## config.mk

```make
export PLATFORM = sky130hd
export DESIGN_NAME = conv_frame_sequencer
export DESIGN_NICKNAME = d
export VERILOG_FILES = /design/src/rtl/conv_pkg.sv /design/src/rtl/pad_pos_counter.sv /design/src/rtl/conv_frame_sequencer.sv
export SDC_FILE = /design/constraint.sdc
export NUM_CORES = 1
export LEC_CHECK = 0
export CORE_MARGIN = 2
export CORE_UTILIZATION = 24
export CTS_CLUSTER_DIAMETER = 200
export DETAILED_ROUTE_END_ITERATION = 7
export RECOVER_POWER = 50
export SLEW_MARGIN = 30
export SYNTH_ARGS = -nofsm -noshare
export SYNTH_HDL_FRONTEND = slang
export SYNTH_SLANG_ARGS = --single-unit
```

## constraint.sdc

```tcl
create_clock -name clk -period 2.9 [get_ports clk]
set_input_delay 0.58 -clock clk [delete_from_list [all_inputs] [get_ports clk]]
set_output_delay 0.58 -clock clk [all_outputs]
set_load 0.01 [all_outputs]
```

## src/rtl/conv_pkg.sv

```systemverilog
// Shared types and default geometry for the convolution front-end.
// Holds the sequencer state encoding and pixel type.
// No logic; imported by the sequencer and its counter.
package conv_pkg;

  localparam int IMAGE_WIDTH = 512;
  localparam int PIXEL_DATAW = 8;

  typedef enum logic [2:0] {
    IDLE = 3'd0,
    TOP  = 3'd1,
    LPAD = 3'd2,
    PIX  = 3'd3,
    RPAD = 3'd4,
    BOT  = 3'd5
  } seq_state_t;

  typedef logic [PIXEL_DATAW-1:0] pixel_t;

endpackage

```

## src/rtl/pad_pos_counter.sv

```systemverilog
// Column/row position inside the zero-padded frame (W+2 columns, H+2 rows).
// Flags are combinational from registered counters; counts advance one cycle after i_en.
// No handshake of its own: it only moves when the parent signals a transfer.
module pad_pos_counter #(
  parameter int IMG_W = conv_pkg::IMAGE_WIDTH,
  parameter int HGT_W = 16,
  parameter int COL_W = $clog2(IMG_W + 2)
) (
  input  logic             clk,
  input  logic             reset,
  input  logic             i_clr,
  input  logic             i_en,
  input  logic [HGT_W-1:0] i_height,
  output logic             o_col_last,
  output logic             o_pix_last,
  output logic             o_row_img_last,
  output logic             o_frame_last
);

  logic [COL_W-1:0] r_col;
  logic [HGT_W:0]   r_row;
  logic [HGT_W:0]   w_height_ext;
  logic [HGT_W:0]   w_height_p1;

  // Row counter is one bit wider than the height so row H+1 is representable.
  assign w_height_ext   = {1'b0, i_height};
  assign w_height_p1    = w_height_ext + (HGT_W+1)'(1);

  assign o_col_last     = (r_col == COL_W'(IMG_W + 1));
  assign o_pix_last     = (r_col == COL_W'(IMG_W));
  assign o_row_img_last = (r_row == w_height_ext);
  assign o_frame_last   = o_col_last && (r_row == w_height_p1);

  // Step column per transfer; wrap at the right pad and bump the row, clearing at frame end.
  always_ff @(posedge clk) begin
    if (reset || i_clr) begin
      r_col <= '0;
      r_row <= '0;
    end else if (i_en) begin
      if (o_col_last) begin
        r_col <= '0;
        r_row <= o_frame_last ? '0 : r_row + (HGT_W+1)'(1);
      end else begin
        r_col <= r_col + COL_W'(1);
      end
    end
  end

endmodule

```

## src/rtl/conv_frame_sequencer.sv

```systemverilog
// Wraps a raw W x H pixel stream with a one-pixel zero border for the 3x3 conv core.
// Zero-latency: pixels pass combinationally from s_* to m_* in the PIX state.
// m_ready stalls everything; s_ready depends only on state and m_ready, never on s_valid.
module conv_frame_sequencer #(
  parameter int IMAGE_WIDTH = conv_pkg::IMAGE_WIDTH,
  parameter int PIXEL_DATAW = conv_pkg::PIXEL_DATAW,
  parameter int HEIGHT_W    = 16
) (
  input  logic                   clk,
  input  logic                   reset,
  input  logic                   i_start,
  input  logic [HEIGHT_W-1:0]    i_height,
  input  logic                   i_abort,
  input  logic                   s_valid,
  input  logic [PIXEL_DATAW-1:0] s_x,
  output logic                   s_ready,
  output logic                   m_valid,
  output logic [PIXEL_DATAW-1:0] m_x,
  input  logic                   m_ready,
  output logic                   m_last,
  output logic                   o_busy,
  output logic                   o_done
);

  import conv_pkg::*;

  seq_state_t          r_state;
  seq_state_t          w_state_nxt;
  logic [HEIGHT_W-1:0] r_height;
  logic                r_busy;
  logic                r_done;

  logic w_start_ok;
  logic w_abort;
  logic w_xfer;
  logic w_col_last;
  logic w_pix_last;
  logic w_row_img_last;
  logic w_frame_last;

  // A zero-height request is not a frame; abort only matters once a frame is running.
  assign w_start_ok = (r_state == IDLE) && i_start && (i_height != '0);
  assign w_abort    = i_abort && (r_state != IDLE);

  // Pad beats are always valid zeros; pixel beats mirror the producer.
  assign m_valid = (r_state == PIX) ? s_valid : (r_state != IDLE);
  assign m_x     = (r_state == PIX) ? s_x : '0;
  assign s_ready = (r_state == PIX) && m_ready;
  assign m_last  = (r_state == BOT) && w_frame_last;
  assign w_xfer  = m_valid && m_ready;

  assign o_busy  = r_busy;
  assign o_done  = r_done;

  pad_pos_counter #(
    .IMG_W (IMAGE_WIDTH),
    .HGT_W (HEIGHT_W)
  ) u_pos (
    .clk            (clk),
    .reset          (reset),
    .i_clr          (w_abort),
    .i_en           (w_xfer),
    .i_height       (r_height),
    .o_col_last     (w_col_last),
    .o_pix_last     (w_pix_last),
    .o_row_img_last (w_row_img_last),
    .o_frame_last   (w_frame_last)
  );

  // State register.
  always_ff @(posedge clk) begin
    if (reset) begin
      r_state <= IDLE;
    end else begin
      r_state <= w_state_nxt;
    end
  end

  // Next-state: every non-idle state advances only on a transferred beat; abort wins.
  always_comb begin
    w_state_nxt = r_state;
    case (r_state)
      IDLE: if (w_start_ok)                 w_state_nxt = TOP;
      TOP:  if (w_xfer && w_col_last)       w_state_nxt = LPAD;
      LPAD: if (w_xfer)                     w_state_nxt = PIX;
      PIX:  if (w_xfer && w_pix_last)       w_state_nxt = RPAD;
      RPAD: if (w_xfer)                     w_state_nxt = w_row_img_last ? BOT : LPAD;
      BOT:  if (w_xfer && w_frame_last)     w_state_nxt = IDLE;
      default:                              w_state_nxt = IDLE;
    endcase
    if (w_abort) begin
      w_state_nxt = IDLE;
    end
  end

  // Height is captured once per frame so mid-frame changes on i_height are harmless.
  always_ff @(posedge clk) begin
    if (reset) begin
      r_height <= '0;
    end else if (w_start_ok) begin
      r_height <= i_height;
    end
  end

  // Busy spans accepted start through the final beat; done pulses only on natural completion.
  always_ff @(posedge clk) begin
    if (reset) begin
      r_busy <= 1'b0;
      r_done <= 1'b0;
    end else begin
      r_done <= w_xfer && m_last && !w_abort;
      if (w_abort) begin
        r_busy <= 1'b0;
      end else if (w_start_ok) begin
        r_busy <= 1'b1;
      end else if (w_xfer && m_last) begin
        r_busy <= 1'b0;
      end
    end
  end

endmodule

```

Word level (Yosys, flattened, before mapping)
Index checks and enable logic that the tools add are counted.
Cells by class
  add/sub/neg operators: 3
  equal/unequal tests: 15
  mux-type cells: 14
  reduce and logical (&&, ||, !) cells: 21
Operators with widths (number)
  $mux 3: 7
  $eq 10x10->1 const B: 2
  $pmux 3 s6: 1
  $add 16x1->17 const B: 1
  $add 17x1->17 const B: 1
  $eq 17x16->1: 1
  $eq 17x17->1: 1
  $mux 17: 1
  $reduce_bool 16->1: 1
  $logic_and 1x1->1: 12
  $add 10x1->10 const B: 1
  $mux 10: 1
  $mux 8: 1
  $ne 2x2->1 const B: 4
  $eq 3x2->1 const B: 2
  $eq 3x3->1 const B: 2
  $reduce_and 6->1: 1
  $ne 2x1->1 const B: 2
  $eq 3x1->1 const B: 1
  $logic_not 3->1: 1
  $mux 1: 3
  $reduce_bool 3->1: 1
  $reduce_and 2->1: 1
  $reduce_bool 2->1: 1
  3 further kinds: 3
Storage, ports and cells
  register bits: 48
  output and inout port bits: 13
  logic and storage cells: 59

Longest topological paths before layout
  word-level depth: 7
  gate-level depth with buffers: 10
  gate-level depth less buffers: 8

By module
Synthesis repeated with hierarchy kept, for this count alone.
Second synthesis, totals
  cell total of the unflattened synthesis: 385
  area, all modules: 3190.6 um^2
Modules (own cells, without submodules)
  pad_pos_counter: times used 1, cells each 251, area each 2147.1 um^2
  conv_frame_sequencer: times used 1, cells each 134, area each 1043.5 um^2

Worst setup path before layout
Ideal clock, no wire load.
  path kind: flip-flop to output port
  start: reg r_height[0]
  end: out m_last
  arrival time: 1.973 ns
  slack: 0.347 ns
  stages on the path, launching flop included: 9
  cells stage by stage: dfxtp_1 -> ha_1 -> and3_1 -> and3_4 -> a211o_1 -> a211oi_2 -> nand4_1 -> nand2b_1 -> nor2b_1
On the way
  cells in the longest elaborated chain, start to end: 4
RTL lines
  start, declared: line conv_frame_sequencer.sv:29  | logic [HEIGHT_W-1:0] r_height;
  start signal, assigned: line conv_frame_sequencer.sv:101  | r_height <= i_height;
  $add 16x1->17: line pad_pos_counter.sv:27  | assign w_height_p1 = w_height_ext + (HGT_W+1)'(1);
  $eq 17x17->1: line pad_pos_counter.sv:32  | assign o_frame_last = o_col_last && (r_row == w_height_p1);
  $logic_and 1x1->1: line pad_pos_counter.sv:32
  $logic_and 1x1->1: line conv_frame_sequencer.sv:49  | assign m_last = (r_state == BOT) && w_frame_last;
  end, declared: line conv_frame_sequencer.sv:20  | output logic m_last,
Every way passes these cells.

Final worst setup path
  start: reg r_height[1]
  end: out m_last
The elaborated chain is that of the path after synthesis.

==> metrics.txt <==
status=complete, but fails checks; failing checks=negative setup slack; max_slew headroom=0.564; worst vdd ir=approximately 240 µV; Num CTS Buffers=5; R2R Setup Slk=about 0.37 ns; Clk pwr share=0.279; CTS hold repair buffers=0; Port Buf Inserts=42; Starting Density=0.245; Hold Path Depth=2; Core Rows=about 40; Remaining DRCs=0; Slowest-stage cell, CP=nor4bb_2; area delta synth->final=40.8%; antenna cells=0; routed length per placed instance=about 13 µm; max frequency=approximately 340 MHz; Setup Skew=about 0.011 ns; clk sinks=48; Slew @ Worst Pin=between 0.6 and 0.7 ns; clock buffer depth=2; top cells by area, synth=dfxtp_1 (31%), xor2_1 (9.9%), mux2i_1 (5.2%); die span in x=between 100 and 150 µm; dpl hpwl=around 6600 µm; number of synthesized register bits=48; Req. time, crit path=about 2.3 ns; Hold Crit Class=flip-flop to flip-flop; Fin Setup TNS=-0.0293 ns; CP Max Fanout=3; Vias=2916; final worst slack=-0.0293 ns; remaining antenna violation count=0; sw frac=0.333; Clock transition at path regs=approximately 0.070 ns; Crit path largest cell delay=roughly 0.40 ns; Final Hold Fails=0; final layout net count=~500; Net Switching=~0.00082 W; Crit path arrival time=roughly 2.4 ns; fillers=about 1300; Yosys top cell area share=0.311; largest net degree at the start of global routing=19; GR Overflow Total=0; Syn Inst Count=356; synthesized area per cell=8.67 µm²; DRT Pass-1 Iters=4; Clock Latency Late Sink=0.29 ns; initial antenna violation count=0; layout cell share with drive strength beyond 1=0.243; most frequent cell after synthesis=dfxtp_1; final number of setup-violating endpoints=1; unique cell type count in the Yosys netlist=57; combinational share of power=0.388; sequential share of power=0.333; r2r endpoint=u_pos.r_row[8]$_SDFFE_PP0P_; EDFF count, synth=0; Synth Flop Type=dfxtp_1; crit-path cells=ha_4, nand4_1, nor4bb_2, xor2_1, nor4_1, nand4_1, nand2b_4, nor2b_1, buf_2; Root Buffer=clkbuf_16; Worst Hold Launch=o_busy$_SDFFE_PP0P_; Total GRT Usage=0.119; vias in the first global route=roughly 2900; most frequent CP cell=nand4_1; fin crit period=between 2 and 3 ns; Worst Hold Path EP=o_busy$_SDFFE_PP0P_; post-synth top area cell=dfxtp_1; Post-Synthesis Cell Area=just over 3000 µm²; die height=about 120 µm; Tcrit/Tclk final=1.01; Reg2Reg Launch Point=r_height[1]$_SDFFE_PP0P_; Max Cap Viol=0; H-Tree Depth=2; startpoint class of the critical path=flip-flop; Int Pwr=about 0.0016 W; global-route wire length before repair=about 14000 µm; Final GP Congestion=between 0.9 and 1; CTS tree=built; top cells by count, synth=dfxtp_1 (48), nor2_1 (41), xor2_1 (35); # IOs=43; Final Max Tran Viols=0; Die ar.=around 14000 µm²; vias per inst=about 4.6; kind of critical path=flip-flop to primary output; leakage power=between 1.5 and 2 nW; CORE AREA=12600 µm²; FFs w/ async S/R, synth=0; Final Core Density=0.346; DRT iter0 DRCs=110; Power Dens Cells=between 500 and 600 nW/µm²; Worst Reg-to-Reg Cells=11; synth warn=0; Crit. End Element=primary output; Synth Net Count=391; routed wire length=between 8000 and 9000 µm; sequential fraction of the synthesis area=0.311; RSZ-0062 raised after global routing=true
## cell families (layout without fill, tap and decap cells)
logic type / count (synthesis) / after routing / share of synthesized area
and+or+nand+nor: 178 / 178 / 0.347
DFF: 48 / 48 / 0.311
xor gates and xnor gates: 46 / 46 / 0.133
AOI/OAI and AO/OA: 38 / 38 / 0.0929
buffers and inverters: 25 / 125 / 0.0434
muxes: 16 / 16 / 0.0519
adders and majority gates: 5 / 5 / 0.0203
## routing by layer
metal	track usage	up-vias	share of wire
met2	0.221	68	0.50
li1	-	1477	-
met1	0.136	1356	0.43
met4	0.0437	0	0.028
met5	0	-	0
met3	0.0219	15	0.045
## power groups by stage
stage | logic [W] | clock network (W) | registers (W)
after floorplan | 0.000583 | 0 | 0.000801
after global placement | 0.000942 | 0 | 0.000829
after detailed placement | 0.000960 | 0 | 0.000833
after CTS | 0.000970 | 0.000706 | 0.000818
after global routing | 0.00104 | 0.000729 | 0.000837
final | 0.000960 | 0.000691 | 0.000823
## worst max path at each step
stage,startpoint,endpoint,cells after the start
after floorplan,r_height[0]$_SDFFE_PP0P_,m_last,8
after global placement,r_height[0]$_SDFFE_PP0P_,m_last,9
after detailed placement,r_height[0]$_SDFFE_PP0P_,m_last,9
after CTS,r_height[0]$_SDFFE_PP0P_,m_last,10
after global routing,r_height[1]$_SDFFE_PP0P_,m_last,9
final,r_height[1]$_SDFFE_PP0P_,m_last,9
## cell type report
cell class | count | area (µm²) | share of cell area
Timing Repair Buffer | 111 | 942 | 0.217
Clock buffer | 6 | 139 | 0.0320
Multi-Input combinational cell | 283 | 2020 | 0.465
Sequential cell | 48 | 965 | 0.222
Tap cell | 172 | 215 | 0.0495
Clock inverter | 2 | 38.8 | 0.00893
Inverter | 6 | 22.5 | 0.00518
## through the flow
step | setup slack [ns] | power, W | hold slack [ns] | cells | area, µm²
2_1_floorplan | 0.347 | 0.00138 | 0.471 | 356 | 3090
3_3_place_gp | -0.170 | 0.00177 | 0.505 | 619 | 4130
3_5_place_dp | -0.200 | 0.00179 | 0.509 | 619 | 4130
4_1_cts | -0.0284 | 0.00249 | 0.523 | 627 | 4330
5_1_grt | -0.138 | 0.00261 | 0.573 | 628 | 4340
6_report | -0.0293 | 0.00247 | 0.509 | 628 | 4340
## state kept, by name (all words and copies together), names as in the netlist
register / count
r_state: 3
r_height: 16
o_busy: 1
u_pos.r_col: 10
o_done: 1
u_pos.r_row: 17
## timing repair
| action | 4_1_cts | 5_1_grt |
|---|---|---|
| cloned | 0 | 0 |
| buffers inserted | 0 | 1 |
| resized for setup | 8 | 4 |
| setup endpoints to repair | 1 | 1 |
| pin swaps | 2 | 5 |
## critical path, delay by kind of cell (launching register included)
family | cells | cell delay (ns)
xor+xnor | 1 | 0.14
simple gates | 6 | 1.29
buf+inv | 1 | 0.14
fa+ha+maj | 1 | 0.14
flops | 1 | 0.35
## placed cells by master, fill, tap and decap left out, types with 10 or more instances in the layout
cell type | netlist | final
and2_1 | 11 | 11
buf_4 | 0 | 67
clkdlybuf4s50_1 | 0 | 38
dfxtp_1 | 48 | 45
mux2i_1 | 16 | 16
nand2_1 | 21 | 21
nand3_1 | 14 | 14
nand4_1 | 12 | 12
nor2_1 | 41 | 41
nor3_1 | 12 | 12
nor3_2 | 10 | 10
xnor2_1 | 10 | 10
xor2_1 | 35 | 35
Power figures use the tool's default switching activity.
